--- config.mk ---
export PLATFORM = sky130hd
export DESIGN_NAME = seq_alu
export DESIGN_NICKNAME = d
export VERILOG_FILES = /design/src/rtl/alu_pkg.sv /design/src/rtl/seq_mul.sv /design/src/rtl/seq_alu.sv
export SDC_FILE = /design/constraint.sdc
export NUM_CORES = 1
export LEC_CHECK = 0
export BUFFER_PORTS_ARGS = -buffer_cell sky130_fd_sc_hd__buf_2
export CAP_MARGIN = 20
export CORE_ASPECT_RATIO = 2
export CORE_MARGIN = 5
export CORE_UTILIZATION = 61
export CTS_CLUSTER_SIZE = 24
export DETAILED_ROUTE_END_ITERATION = 10
export GPL_ROUTABILITY_DRIVEN = 0
export PLACE_DENSITY = 0.81
export SLEW_MARGIN = 20
export SYNTH_ARGS = -nofsm -noshare
export SYNTH_HDL_FRONTEND = slang
export SYNTH_SLANG_ARGS = --single-unit
--- constraint.sdc ---
create_clock -name i_CLK -period 4.4 [get_ports i_CLK]
set_clock_uncertainty 0.2 [all_clocks]
set_input_delay 0.88 -clock i_CLK [delete_from_list [all_inputs] [get_ports i_CLK]]
set_output_delay 0.88 -clock i_CLK [all_outputs]
set_load 0.01 [all_outputs]
--- src/rtl/alu_pkg.sv ---
// Shared constants for the sequential ALU: opcodes, FSM states and flag bit positions.
package alu_pkg;

  localparam logic [3:0] OP_PD1 = 4'd0;
  localparam logic [3:0] OP_PD2 = 4'd1;
  localparam logic [3:0] OP_ADD = 4'd2;
  localparam logic [3:0] OP_SUB = 4'd3;
  localparam logic [3:0] OP_ADC = 4'd4;
  localparam logic [3:0] OP_SBB = 4'd5;
  localparam logic [3:0] OP_AND = 4'd6;
  localparam logic [3:0] OP_OR  = 4'd7;
  localparam logic [3:0] OP_XOR = 4'd8;
  localparam logic [3:0] OP_NOT = 4'd9;
  localparam logic [3:0] OP_SHL = 4'd10;
  localparam logic [3:0] OP_SHR = 4'd11;
  localparam logic [3:0] OP_SAR = 4'd12;
  localparam logic [3:0] OP_MUL = 4'd13;

  localparam int FLG_Z  = 0;
  localparam int FLG_S  = 1;
  localparam int FLG_C  = 2;
  localparam int FLG_OF = 3;

  typedef enum logic [1:0] {
    ST_IDLE = 2'd0,
    ST_MUL  = 2'd1,
    ST_DONE = 2'd2
  } state_t;

endpackage

--- src/rtl/seq_mul.sv ---
// Iterative shift-add unsigned multiplier; the start edge performs the first of WIDTH steps,
// so done is high in the cycle after the last step and product is final then.
module seq_mul #(
  parameter int WIDTH = 8
) (
  input  logic               clk,
  input  logic               rst_n,
  input  logic               start,
  input  logic [WIDTH-1:0]   a,
  input  logic [WIDTH-1:0]   b,
  output logic               done,
  output logic [2*WIDTH-1:0] product
);

  localparam int CW = $clog2(WIDTH) + 1;

  logic [WIDTH-1:0] mcand;
  logic [CW-1:0]    cnt;
  logic             busy;

  // product holds {partial sum, remaining multiplier bits}; one add-then-shift per call
  function automatic logic [2*WIDTH-1:0] step(input logic [2*WIDTH-1:0] p,
                                             input logic [WIDTH-1:0]   m);
    logic [WIDTH:0] sum;
    sum = {1'b0, p[2*WIDTH-1:WIDTH]} + (p[0] ? {1'b0, m} : '0);
    return {sum, p[WIDTH-1:1]};
  endfunction

  always_ff @(posedge clk) begin
    if (!rst_n) begin
      mcand   <= '0;
      cnt     <= '0;
      busy    <= 1'b0;
      done    <= 1'b0;
      product <= '0;
    end else begin
      done <= 1'b0;
      if (start) begin
        mcand   <= a;
        product <= step({{WIDTH{1'b0}}, b}, a);
        cnt     <= CW'(1);
        busy    <= 1'b1;
      end else if (busy) begin
        product <= step(product, mcand);
        cnt     <= cnt + CW'(1);
        if (cnt == CW'(WIDTH - 1)) begin
          busy <= 1'b0;
          done <= 1'b1;
        end
      end
    end
  end

endmodule

--- src/rtl/seq_alu.sv ---
// Sequential ALU: single-cycle ops complete through DONE, MUL runs WIDTH cycles in seq_mul first.
import alu_pkg::*;

module seq_alu #(
  parameter int WIDTH  = 8,
  parameter bit MUL_EN = 1'b1
) (
  input  logic             i_CLK,
  input  logic             i_RST_N,
  input  logic             i_Valid,
  output logic             o_Ready,
  input  logic [3:0]       i_ALUOp,
  input  logic [WIDTH-1:0] i_Data1,
  input  logic [WIDTH-1:0] i_Data2,
  output logic             o_Valid,
  output logic [WIDTH-1:0] o_Result,
  output logic             o_Z,
  output logic             o_S,
  output logic             o_C,
  output logic             o_OF
);

  localparam int MSB = WIDTH - 1;

  state_t               state;
  logic [3:0]           flags;
  logic [3:0]           flags_n;
  logic [WIDTH-1:0]     res_n;
  logic [WIDTH:0]       wide;
  logic                 upd;
  logic                 is_mul;
  logic                 mul_start;
  logic                 mul_done;
  logic [2*WIDTH-1:0]   mul_prod;
  logic [WIDTH-1:0]     mul_res;
  logic                 mul_hi;

  assign is_mul    = MUL_EN && (i_ALUOp == OP_MUL);
  assign mul_start = (state == ST_IDLE) && i_Valid && is_mul;
  assign mul_res   = mul_prod[WIDTH-1:0];
  assign mul_hi    = |mul_prod[2*WIDTH-1:WIDTH];

  assign o_Z  = flags[FLG_Z];
  assign o_S  = flags[FLG_S];
  assign o_C  = flags[FLG_C];
  assign o_OF = flags[FLG_OF];

  generate
    if (MUL_EN) begin : g_mul
      seq_mul #(.WIDTH(WIDTH)) u_mul (
        .clk     (i_CLK),
        .rst_n   (i_RST_N),
        .start   (mul_start),
        .a       (i_Data1),
        .b       (i_Data2),
        .done    (mul_done),
        .product (mul_prod)
      );
    end else begin : g_nomul
      assign mul_done = 1'b0;
      assign mul_prod = '0;
    end
  endgenerate

  // Single-cycle datapath evaluated on the live operands, used only on the accepting edge
  always_comb begin
    res_n   = o_Result;
    flags_n = flags;
    wide    = '0;
    upd     = 1'b1;
    case (i_ALUOp)
      OP_PD1: res_n = i_Data1;
      OP_PD2: res_n = i_Data2;
      OP_ADD, OP_ADC: begin
        wide = {1'b0, i_Data1} + {1'b0, i_Data2}
             + {{WIDTH{1'b0}}, (i_ALUOp == OP_ADC) & flags[FLG_C]};
        res_n = wide[WIDTH-1:0];
        flags_n[FLG_C]  = wide[WIDTH];
        flags_n[FLG_OF] = (i_Data1[MSB] == i_Data2[MSB]) && (res_n[MSB] != i_Data1[MSB]);
      end
      OP_SUB, OP_SBB: begin
        wide = {1'b0, i_Data1} - {1'b0, i_Data2}
             - {{WIDTH{1'b0}}, (i_ALUOp == OP_SBB) & flags[FLG_C]};
        res_n = wide[WIDTH-1:0];
        flags_n[FLG_C]  = wide[WIDTH];
        flags_n[FLG_OF] = (i_Data1[MSB] != i_Data2[MSB]) && (res_n[MSB] != i_Data1[MSB]);
      end
      OP_AND, OP_OR, OP_XOR, OP_NOT: begin
        res_n = (i_ALUOp == OP_AND) ? (i_Data1 & i_Data2) :
                (i_ALUOp == OP_OR)  ? (i_Data1 | i_Data2) :
                (i_ALUOp == OP_XOR) ? (i_Data1 ^ i_Data2) : ~i_Data1;
        flags_n[FLG_C]  = 1'b0;
        flags_n[FLG_OF] = 1'b0;
      end
      OP_SHL: begin
        res_n = {i_Data1[WIDTH-2:0], 1'b0};
        flags_n[FLG_C]  = i_Data1[MSB];
        flags_n[FLG_OF] = 1'b0;
      end
      OP_SHR, OP_SAR: begin
        res_n = {(i_ALUOp == OP_SAR) & i_Data1[MSB], i_Data1[WIDTH-1:1]};
        flags_n[FLG_C]  = i_Data1[0];
        flags_n[FLG_OF] = 1'b0;
      end
      default: upd = 1'b0;
    endcase
    if (upd && i_ALUOp != OP_PD1 && i_ALUOp != OP_PD2) begin
      flags_n[FLG_Z] = (res_n == '0);
      flags_n[FLG_S] = res_n[MSB];
    end
  end

  always_ff @(posedge i_CLK) begin
    if (!i_RST_N) begin
      state    <= ST_IDLE;
      o_Ready  <= 1'b1;
      o_Valid  <= 1'b0;
      o_Result <= '0;
      flags    <= '0;
    end else begin
      case (state)
        ST_IDLE: begin
          o_Valid <= 1'b0;
          if (i_Valid) begin
            o_Ready <= 1'b0;
            if (is_mul) begin
              state <= ST_MUL;
            end else begin
              state   <= ST_DONE;
              o_Valid <= 1'b1;
              if (upd) begin
                o_Result <= res_n;
                flags    <= flags_n;
              end
            end
          end
        end
        ST_MUL: begin
          if (mul_done) begin
            state            <= ST_DONE;
            o_Valid          <= 1'b1;
            o_Result         <= mul_res;
            flags[FLG_Z]     <= (mul_res == '0);
            flags[FLG_S]     <= mul_res[MSB];
            flags[FLG_C]     <= mul_hi;
            flags[FLG_OF]    <= mul_hi;
          end
        end
        ST_DONE: begin
          o_Valid <= 1'b0;
          o_Ready <= 1'b1;
          state   <= ST_IDLE;
        end
        default: state <= ST_IDLE;
      endcase
    end
  end

endmodule
==> results of run 1 <==
[critical path: stages]
cell	delay [ns]
buf_2	0.10
nor2_1	0.13
buf_4	0.18
nand4b_1	0.15
fa_1	0.45
fa_1	0.42
nand3b_1	0.19
nand2_1	0.11
xnor2_1	0.07
a2111oi_0	0.59
nor2_1	0.14
nor3_1	0.23
a31o_1	0.17
[routing by layer]
metal,up-vias,part of all wire,global-route usage,wire length (um)
met5,-,0,0,0
met4,0,0.064,0.168,833
met3,64,0.077,0.0403,1000
met2,228,0.46,0.436,6000
met1,2185,0.40,0.340,5190
li1,2209,-,-,-
[report_power, final]
group          switching [mW]  leakage, nW  total, mW  internal, mW
clock                   0.170       0.0664      0.383         0.213
sequential             0.0157        0.374      0.450         0.434
combinational           0.235         1.61      0.386         0.151
[state kept, by name, summed over array words and instances (netlist names)]
signal and cells:
g_mul.u_mul.cnt 4, o_Result 8, o_Ready 1, flags 4, state 2, g_mul.u_mul.busy 1, g_mul.u_mul.product 16, g_mul.u_mul.done 1
g_mul.u_mul.mcand 8, o_Valid 1
[area by class of cell]
type,count,area share
inverters,40,0.0306
flip-flops and latches,46,0.188
repair buffers,46,0.0520
clock inverters,3,0.00484
clock buffers,5,0.0255
multi-input cells,481,0.676
well taps,94,0.0240
[metrics by stage]
step           total power, mW  utilization  cells  area, um2
2_1_floorplan            0.733            -    605       4620
3_3_place_gp             0.826        0.636    707       4760
3_5_place_dp             0.834        0.636    707       4760
4_1_cts                   1.21        0.655    715       4910
5_1_grt                   1.28        0.655    715       4910
6_report                  1.22        0.655    715       4910
[cells by family after synthesis]
logic type / count (synthesis) / share of synthesized area
DFF: 46 / 0.200
adders and majority gates: 48 / 0.138
and+or+nand+nor: 213 / 0.236
xor gates and xnor gates: 12 / 0.0244
buffers and inverters: 78 / 0.0821
AOI/OAI and AO/OA: 187 / 0.274
muxes: 21 / 0.0455
[cells in the final DEF, fill, tap and decap left out, types with 7 or more instances in the layout]
| cell | count |
|---|---|
| nor3_1 | 16 |
| nor2_1 | 49 |
| buf_2 | 36 |
| nand3b_1 | 9 |
| nor2b_1 | 14 |
| ha_1 | 43 |
| inv_1 | 40 |
| a211oi_1 | 18 |
| and2_1 | 10 |
| o21ai_0 | 34 |
| nand2b_1 | 8 |
| nand2_1 | 57 |
| mux2i_1 | 21 |
| o21ai_1 | 7 |
| a21oi_1 | 43 |
| o211ai_1 | 8 |
| nand3_1 | 12 |
| buf_4 | 10 |
| a31oi_1 | 8 |
| a21o_1 | 7 |
| dfxtp_1 | 46 |
| xor2_1 | 7 |
[worst max path at each step]
stage	slack [ns]	depth (start not counted)	to
after floorplan	0.31	14	flags[2]
after global placement	0.39	13	flags[0]
after detailed placement	0.40	13	flags[0]
after CTS	0.69	13	flags[0]
after global routing	0.40	13	flags[0]
final	0.61	13	flags[0]
==> reports/qor_table.md, run 1 <==
| Stage | Item | This run |
| --- | --- | --- |
| global routing | Tot GR Track Use | 0.274 |
| worst setup path | Critical Path Sink Type | flop |
| synthesis | Count of flip-flops with a built-in enable after synthesis | 0 |
| clock tree | Worst-path clk slew | 0.06 ns |
| synthesis | Top flip-flop cell by instance count after synthesis | dfxtp_1 |
| worst hold path | Startpoint of the lowest-slack hold path | g_mul.u_mul.mcand[2] |
| synthesis | Share of Yosys cell area claimed by the top area cell type | 0.200 |
| synthesis | FFs w/ async S/R, synth | 0 |
| worst setup path | Origin of the worst setup path | i_ALUOp[1] |
| synthesis | Top post-synthesis cells by area | dfxtp_1 (20%), ha_1 (12%), a21oi_1 (4.7%), nand2_1 (4.6%), mux2i_1 (4.6%) |
| sta | Time the final worst path needs with I/O delays and setup | 3.79 ns |
| worst hold path | Worst Hold Path EP | g_mul.u_mul.mcand[2] |
| worst setup path | Highest net fanout along the worst path | 6 |
| sta | Total count of max-transition violations in the final report | 0 |
| floorplanning | Die footprint | 9510 um2 |
| clock tree | Number of buffers inserted by post-CTS setup repair | 0 |
| sta | Final clock period utilization by the worst path | 0.861 |
| route | Remaining antenna violation count | 0 |
| worst setup path | Worst endpoint data arrival time | 3.82 ns |
| synthesis | Yosys cell types | 83 |
| power | Maximum vdd ir drop | 0.260 mV |
| sta | Transition at the pin with the smallest max-transition slack | 0.925 ns |
| clock tree | Skew-Pair Late Insertion Delay | 0.29 ns |
| route | Number of search-and-repair iterations in the first detailed-routing pass | 5 |
| layout | Number of nets at the end of the flow | 691 |
| sta | Fmax | 0.264 GHz |
| worst setup path | Worst flop-to-flop path endpoint | flags[0] |
| layout | Sequential cell area in the final layout | 921 um2 |
| sta | Final setup violation count | 0 |
| route | Via density per instance | 6.55 |
| layout | Relative area change from synthesis to final layout | 6.34% |
| worst setup path | Critical path launch point type | input port |
| layout | Share of cells above drive strength 1 | 0.111 |
| floorplanning | Ports | 37 |
| synthesis | Seq/Total Area, Yosys | 0.200 |
| floorplanning | Die width | 71.5 um |
| run status | Status | finished clean |
| worst setup path | Slack of the worst reg-to-reg path | 1.19 ns |
| sta | RSZ-0062 raised after global routing | false |
| clock tree | Buffers from clock root to sink, at most | 2 |
| synthesis | Post-Synthesis Net Count | 676 |
| sta | Final-layout setup total negative slack | 0 ns |
| route | Detailed Route Iter0 Violations | 620 |
| place | Count of buffers inserted at the top-level ports | 36 |
| global routing | Maximum number of pins on one net before global-route repair | 58 |
| worst hold path | Type of the most critical hold path | reg -> reg |
| worst hold path | Depth of the worst hold-timing path | 2 |
| place | Worst setup slack before clock tree synthesis | 0.400 ns |
| worst setup path | Number of cells on the worst reg-to-reg path | 10 |
| sta | Final Hold Violating Endpoints | 0 |
| worst setup path | Setup CP Type | in -> reg |
| place | Detailed Place HPWL | 9530 um |
| synthesis | Synthesized area per cell | 7.63 um2 |
| worst setup path | Worst reg2reg startpoint | flags[2] |
| synthesis | Most repeated cell in the gate-level netlist after synthesis | nand2_1 |
| route | DR DRC count | 0 |
| synthesis | Netlist Area Pre-Place | 4620 um2 |
| floorplanning | Die H | 133 um |
| synthesis | Number of cells produced by synthesis | 605 |
| clock tree | TritonCTS clock tree | yes |
| synthesis | Register bit total from synthesis | 46 |
| synthesis | Commonest cells in the netlist | nand2_1 (57), nor2_1 (49), dfxtp_1 (46) |
| synthesis | Cell taking the most area after synthesis | dfxtp_1 |
| clock tree | Number of buffers created by CTS | 5 |
| route | Total wire length after detailed routing | 13000 um |
| worst setup path | Endpoint required time on the critical path | 4.43 ns |
| route | Via total after detailed routing | 4686 |
| clock tree | Post-CTS Hold Buffers | 0 |
| power | PwrDens | 248 nW/um2 |
| sta | Worst max-slew margin expressed relative to the limit | 0.383 |
| floorplanning | Initial core utilization | 0.616 |
| global routing | Initial antenna violation count | 0 |
| clock tree | Clk sinks | 46 |
| global routing | Total overflow reported by the global router | 0 |
| sta | Post-Route Hold Slack | 0.250 ns |
| power | Leakage Power | 2.05 nW |
| synthesis | Synthesis warning total | 0 |
| route | Average wire per standard cell | 18.2 um |
| layout | Area of the multi-input gates | 3320 um2 |
| global routing | Number of global-route vias before repair | 4466 |
| floorplanning | Placeable Area | 7490 um2 |
| floorplanning | Number of standard-cell rows in the floorplan | 45 |
| clock tree | CTS-repair resized insts | 0 |
| clock tree | H-Tree Depth | 2 |
| global routing | Wire length of the first global-routing pass | 21200 um |
| sta | Slack of the critical path | 0.612 ns |
| layout | Antenna fix cells | 0 |
| clock tree | Root buffer cell | clkbuf_16 |
| run | Number of max-cap violations | 0 |
| layout | Layout fillers | 673 |
No activity file was read; power rests on OpenSTA's default activity.
==> inputs of run 2 (changes only) <==
--- a/config.mk
+++ b/config.mk
@@ -8,12 +8,11 @@
 export BUFFER_PORTS_ARGS = -buffer_cell sky130_fd_sc_hd__buf_2
 export CAP_MARGIN = 20
 export CORE_ASPECT_RATIO = 2
-export CORE_MARGIN = 5
-export CORE_UTILIZATION = 61
+export CORE_MARGIN = 2
+export CORE_UTILIZATION = 45
 export CTS_CLUSTER_SIZE = 24
 export DETAILED_ROUTE_END_ITERATION = 10
 export GPL_ROUTABILITY_DRIVEN = 0
-export PLACE_DENSITY = 0.81
 export SLEW_MARGIN = 20
 export SYNTH_ARGS = -nofsm -noshare
 export SYNTH_HDL_FRONTEND = slang
==> run 2 against run 1 <==
  * Die area rose by 17%
  * Non-clock buffer count grew 1
  * Flip-flop and latch count is the same
  * Sequential power about the same
  * Sequential share of layout area decreased by 0.21 points
==> reports/qor_table.md, run 2 (synthesis results as in run 1) <==
| Stage | Item | This run |
| --- | --- | --- |
| sta | Post-Route Hold Slack | 0.254 ns |
| worst setup path | Cells along the critical path | buf_2, nor2_1, buf_4, nand4b_1, fa_1, fa_1, nand3b_1, nand2_1, xnor2_1, a2111oi_0, nor2_1, nor3_1, a31o_1 |
| clock tree | Clk sinks | 46 |
| sta | Final clock period utilization by the worst path | 0.916 |
| power | Fraction of power consumed by sequential logic | 0.366 |
| clock tree | Number of buffers created by CTS | 5 |
| route | Number of search-and-repair iterations in the first detailed-routing pass | 7 |
| clock tree | Worst-path clk slew | 0.07 ns |
| power | Maximum vdd ir drop | 0.212 mV |
| route | WL met1 | 5260 um |
| clock tree | Post-CTS Hold Buffers | 0 |
| layout | Commonest non-fill, non-tap cells in the layout | nand2_1 (57), nor2_1 (49), dfxtp_1 (46) |
| global routing | Maximum number of pins on one net before global-route repair | 58 |
| run status | Status | finished clean |
| sta | RSZ-0062 raised after global routing | false |
| clock tree | Skew-Pair Late Insertion Delay | 0.29 ns |
| worst setup path | Setup CP Type | in -> reg |
| place | Count of buffers inserted at the top-level ports | 36 |
| power | Switching Fraction | 0.353 |
| route | DR DRC count | 0 |
| clock tree | Buffers from clock root to sink, at most | 2 |
| sta | Time the final worst path needs with I/O delays and setup | 4.03 ns |
| sta | Total count of max-transition violations in the final report | 0 |
| worst setup path | Total buffers and inverters traversed by the critical path | 2 |
| floorplanning | Die footprint | 11100 um2 |
| run | Number of max-cap violations | 0 |
| floorplanning | Initial core utilization | 0.458 |
| worst setup path | Stage delay of the slowest cell on the critical path | 0.55 ns |
| worst setup path | Total number of cells along the worst setup path | 13 |
| route | Routed length on met3 | 521 um |
| worst setup path | Critical Path Slowest Stage Cell | a2111oi_0 |
| worst hold path | Worst Hold Path EP | g_mul.u_mul.mcand[6] |
| clock tree | CTS-repair resized insts | 0 |
| power | PwrDens | 248 nW/um2 |
| power | Net switching component of the power | 0.435 mW |
| layout | Core occupancy in the finished layout | 0.492 |
| global routing | Wire length of the first global-routing pass | 23500 um |
| layout | Relative area change from synthesis to final layout | 7.56% |
| floorplanning | Ports | 37 |
| route | Highest routed metal layer | met4 |
| worst setup path | Number of cells on the worst reg-to-reg path | 10 |
| worst hold path | Depth of the worst hold-timing path | 2 |
| global routing | Tot GR Track Use | 0.279 |
| global routing | Total overflow reported by the global router | 0 |
| clock tree | Root buffer cell | clkbuf_16 |
| route | Average wire per standard cell | 19.9 um |
| clock tree | Number of buffers inserted by post-CTS setup repair | 0 |
| power | Part of the total power dissipated in the clock network | 0.310 |
| route | Via density per instance | 6.15 |
| worst hold path | Startpoint of the lowest-slack hold path | g_mul.u_mul.mcand[6] |
| sta | Fmax | 0.248 GHz |
| layout | Most common cell after layout, fill and taps aside | nand2_1 |
| floorplanning | Die width | 75.6 um |
| route | Detailed-routed wire length on met2 | 8070 um |
| power | Internal Power | 0.797 mW |
| layout | Layout fillers | 1016 |
| worst setup path | Endpoint required time on the critical path | 4.44 ns |
| worst setup path | Gate family responsible for the most delay along the worst path | simple AND/OR/NAND/NOR gates |
| layout | Largest registers in the final layout | g_mul.u_mul.product x16, g_mul.u_mul.mcand x8, o_Result x8 |
| place | Detailed Place HPWL | 11600 um |
| route | Remaining antenna violation count | 0 |
| worst setup path | Worst flop-to-flop path endpoint | flags[0] |
| route | Via total after detailed routing | 4657 |
| route | Total wire length after detailed routing | 15100 um |
| global routing | Initial antenna violation count | 0 |
| layout | Share of cells above drive strength 1 | 0.113 |
| worst setup path | Worst endpoint data arrival time | 4.07 ns |
| sta | Transition at the pin with the smallest max-transition slack | 0.975 ns |
| worst setup path | Highest net fanout along the worst path | 6 |
| sta | Final-layout setup total negative slack | 0 ns |
| layout | Largest Register | g_mul.u_mul.product |
| worst setup path | Worst reg2reg startpoint | flags[2] |
| floorplanning | Number of standard-cell rows in the floorplan | 52 |
| route | Detailed Route Iter0 Violations | 394 |
| worst setup path | Slack of the worst reg-to-reg path | 0.95 ns |
| floorplanning | Placeable Area | 10100 um2 |
| sta | Final Hold Violating Endpoints | 0 |
| global routing | Number of global-route vias before repair | 4562 |
| power | Gate power share | 0.324 |
| layout | Number of nets at the end of the flow | 692 |
| layout | Number of flip-flops under the largest register name | 16 |
| layout | Antenna fix cells | 0 |
| floorplanning | Die H | 147 um |
| sta | Worst max-slew margin expressed relative to the limit | 0.350 |
| worst setup path | Critical Path Sink Type | flop |
| worst setup path | Critical path launch point type | input port |
| clock tree | TritonCTS clock tree | yes |
| worst hold path | Type of the most critical hold path | reg -> reg |
| sta | Final setup violation count | 0 |
| clock tree | H-Tree Depth | 2 |
| power | Leakage Power | 2.05 nW |
[run 2: cell count changes in the layout (fill, tap and decap cells not counted)]
cell,change
buf_4,+1
clkinv_2,+1
clkinv_4,+1
clkinvlp_4,-1
inv_6,-1
[run 2: power by group through the flow]
stage	combinational, mW	clock, mW	sequential [mW]
finish	0.400	0.382	0.451
global route	0.435	0.404	0.453
CTS	0.393	0.392	0.450
detailed placement	0.391	0	0.460
global placement	0.387	0	0.460
floorplan	0.273	0	0.460
[run 2: metal layers]
layer  vias to the layer above  GRT usage
li1                       2211          -
met1                      2193      0.290
met2                       181      0.491
met3                        72     0.0206
met4                         0      0.208
met5                         -          0
[run 2: cell type report]
cell class                      instances  area, um2  area share
Multi-Input combinational cell        481       3320       0.668
Sequential cell                        46        921       0.185
Timing Repair Buffer                   47        263      0.0529
Tap cell                              135        169      0.0340
Inverter                               40        150      0.0302
Clock buffer                            5        125      0.0252
Clock inverter                          3       21.3     0.00428
[run 2: worst max-delay path by stage]
stage                    start       end  slack [ns]
CTS                 i_ALUOp[1]  flags[0]        0.38
detailed placement  i_ALUOp[1]  flags[0]        0.08
global route        i_ALUOp[1]  flags[0]        0.21
floorplan           i_ALUOp[2]  flags[2]        0.31
global placement    i_ALUOp[1]  flags[0]        0.05
finish              i_ALUOp[1]  flags[0]        0.37
[run 2: worst min-delay path: cells and delay by family, from the launching register on]
kind,cells,cell delay (ns)
flops,1,0.31
compound gates,1,0.05
simple gates,1,0.05
[run 2: per-stage QoR]
stage / setup slack [ns] / cells / area [um2] / total power, mW
final: 0.368 / 757 / 4960 / 1.23
after global placement: 0.0461 / 749 / 4820 / 0.847
after floorplan: 0.305 / 605 / 4620 / 0.733
after detailed placement: 0.0820 / 749 / 4820 / 0.851
after global routing: 0.206 / 757 / 4960 / 1.29
after CTS: 0.382 / 757 / 4960 / 1.24
==> inputs of run 3 (changes only) <==
--- a/config.mk
+++ b/config.mk
@@ -13,6 +13,7 @@
 export CTS_CLUSTER_SIZE = 24
 export DETAILED_ROUTE_END_ITERATION = 10
 export GPL_ROUTABILITY_DRIVEN = 0
+export RECOVER_POWER = 100
 export SLEW_MARGIN = 20
 export SYNTH_ARGS = -nofsm -noshare
 export SYNTH_HDL_FRONTEND = slang
==> run 3 against run 2 <==
  * The flow now finishes with violations (capacitance limit, slew limit)
  * Utilization down 0.37 points
  * Clock-buffer cell count did not move
  * Critical path depth did not move
  * Setup slack better by 0.0043 ns
  * Power fell by 0.41%
  * Sequential share of layout area is 0.14 points higher
  * Critical endpoint unchanged
  * Critical path type unchanged
  * Fmax increased by 0.11%
  * First-iteration DRC count grew 13%
  * Wire length increased by 0.15%
==> reports/qor_table.md, run 3 (synthesis results as in run 1) <==
| Stage | Item | This run |
| --- | --- | --- |
| floorplanning | Die footprint | 11100 um2 |
| worst setup path | Setup CP Type | in -> reg |
| floorplanning | Placeable Area | 10100 um2 |
| floorplanning | Die H | 147 um |
| sta | Final setup violation count | 0 |
| clock tree | Buffers from clock root to sink, at most | 2 |
| layout | Largest Register | g_mul.u_mul.product |
| sta | Time the final worst path needs with I/O delays and setup | 4.03 ns |
| route | Average wire per standard cell | 20.0 um |
| layout | Number of nets at the end of the flow | 692 |
| power | Total Power Consumption | 1.23 mW |
| route | Number of search-and-repair iterations in the first detailed-routing pass | 5 |
| global routing | Initial antenna violation count | 0 |
| worst setup path | Highest net fanout along the worst path | 6 |
| worst setup path | Endpoint required time on the critical path | 4.44 ns |
| clock tree | TritonCTS clock tree | yes |
| route | Detailed Route Iter0 Violations | 446 |
| sta | Final-layout setup total negative slack | 0 ns |
| layout | Number of flip-flops under the largest register name | 16 |
| sta | Final Hold Violating Endpoints | 0 |
| clock tree | Skew-Pair Late Insertion Delay | 0.29 ns |
| clock tree | Clk sinks | 46 |
| worst setup path | Origin of the worst setup path | i_ALUOp[1] |
| sta | Final clock period utilization by the worst path | 0.915 |
| power | Maximum vdd ir drop | 0.213 mV |
| sta | RSZ-0062 raised after global routing | false |
| sta | Worst max-slew margin expressed relative to the limit | -0.0155 |
| floorplanning | Number of standard-cell rows in the floorplan | 52 |
| route | Via density per instance | 6.14 |
| clock tree | H-Tree Depth | 2 |
| worst setup path | Worst reg2reg startpoint | flags[2] |
| place | Count of buffers inserted at the top-level ports | 36 |
| clock tree | Number of buffers inserted by post-CTS setup repair | 0 |
| floorplanning | Ports | 37 |
| layout | Share of cells above drive strength 1 | 0.0820 |
| layout | Largest registers in the final layout | g_mul.u_mul.product x16, g_mul.u_mul.mcand x8, o_Result x8 |
| worst setup path | Critical Path Sink Type | flop |
| layout | Relative area change from synthesis to final layout | 6.75% |
| worst setup path | Critical path launch point type | input port |
| global routing | Total overflow reported by the global router | 0 |
| global routing | Number of global-route vias before repair | 4562 |
| worst hold path | Type of the most critical hold path | reg -> reg |
| run | Number of max-cap violations | 1 |
| sta | Transition at the pin with the smallest max-transition slack | 1.52 ns |
| sta | Fmax | 0.248 GHz |
| layout | Antenna fix cells | 0 |
| floorplanning | Initial core utilization | 0.458 |
| power | PwrDens | 249 nW/um2 |
| route | Total wire length after detailed routing | 15100 um |
| sta | Total count of max-transition violations in the final report | 35 |
| floorplanning | Die width | 75.6 um |
| global routing | Maximum number of pins on one net before global-route repair | 58 |
| global routing | Wire length of the first global-routing pass | 23500 um |
| route | Via total after detailed routing | 4645 |
| route | Remaining antenna violation count | 0 |
| worst hold path | Startpoint of the lowest-slack hold path | g_mul.u_mul.mcand[3] |
| clock tree | Root buffer cell | clkbuf_16 |
| power | Leakage Power | 1.99 nW |
| place | Detailed Place HPWL | 11600 um |
| clock tree | CTS-repair resized insts | 0 |
| run status | Status | finished, violations left |
| worst setup path | Worst endpoint data arrival time | 4.07 ns |
| run status | Violations in the final reports | capacitance limit, slew limit |
| global routing | Tot GR Track Use | 0.279 |
| layout | Layout fillers | 1020 |
| clock tree | Number of buffers created by CTS | 5 |
| route | DR DRC count | 0 |
| clock tree | Worst-path clk slew | 0.07 ns |
| clock tree | Post-CTS Hold Buffers | 0 |
| layout | Most common cell after layout, fill and taps aside | nand2_1 |
| layout | Commonest non-fill, non-tap cells in the layout | nand2_1 (57), nor2_1 (49), dfxtp_1 (46) |
[run 3: changes by cell type in the layout (fill, tap and decap cells not counted), moves of 2 or more]
cell      delta
clkbuf_1    +17
buf_2       -16
and2_0       +2
and2_1       -2
[run 3: cell type report]
class                   count  area (um2)  area share
well taps                 135         169      0.0343
multi-input cells         481        3300       0.670
flip-flops and latches     46         921       0.187
inverters                  40         150      0.0305
clock inverters             3        21.3     0.00432
clock buffers               5         125      0.0254
repair buffers             47         239      0.0485
[run 3: metal layers]
| metal | vias to the layer above | wire (um) | global-route usage |
|---|---|---|---|
| met3 | 74 | 523 | 0.0206 |
| met2 | 177 | 7990 | 0.491 |
| met1 | 2178 | 5320 | 0.290 |
| met4 | 0 | 1270 | 0.208 |
| li1 | 2216 | - | - |
| met5 | - | 0 | 0 |
[run 3: path summary, 6_finish.rpt]
path                                              to  slack, ns  depth (start not counted)
worst max-delay path                        flags[0]       0.37                         13
worst min-delay path            g_mul.u_mul.mcand[3]       0.25                          2
worst max register to register              flags[0]       0.92                         10
worst min register to register  g_mul.u_mul.mcand[3]       0.25                          2
[run 3: where the power goes]
group	switching (mW)	internal, mW
registers	0.0166	0.434
logic	0.247	0.148
clock network	0.171	0.211
[run 3: critical path, cell delays in order]
cell and delay [ns]:
clkbuf_1 0.08, nor2_1 0.14, buf_4 0.21, nand4b_1 0.22, fa_1 0.48, fa_1 0.43, nand3b_1 0.20, nand2_1 0.11
xnor2_1 0.06, a2111oi_0 0.54, nor2_1 0.14, nor3_1 0.38, a31o_1 0.20
[run 3: stage by stage]
stage | utilization | hold slack [ns] | std cells | area [um2] | worst slack [ns]
6_report | 0.489 | 0.254 | 757 | 4930 | 0.372
5_1_grt | 0.489 | 0.272 | 757 | 4930 | 0.214
4_1_cts | 0.492 | 0.254 | 757 | 4960 | 0.382
3_5_place_dp | 0.478 | 0.245 | 749 | 4820 | 0.0820
3_3_place_gp | 0.478 | 0.239 | 749 | 4820 | 0.0461
2_1_floorplan | - | 0.232 | 605 | 4620 | 0.305
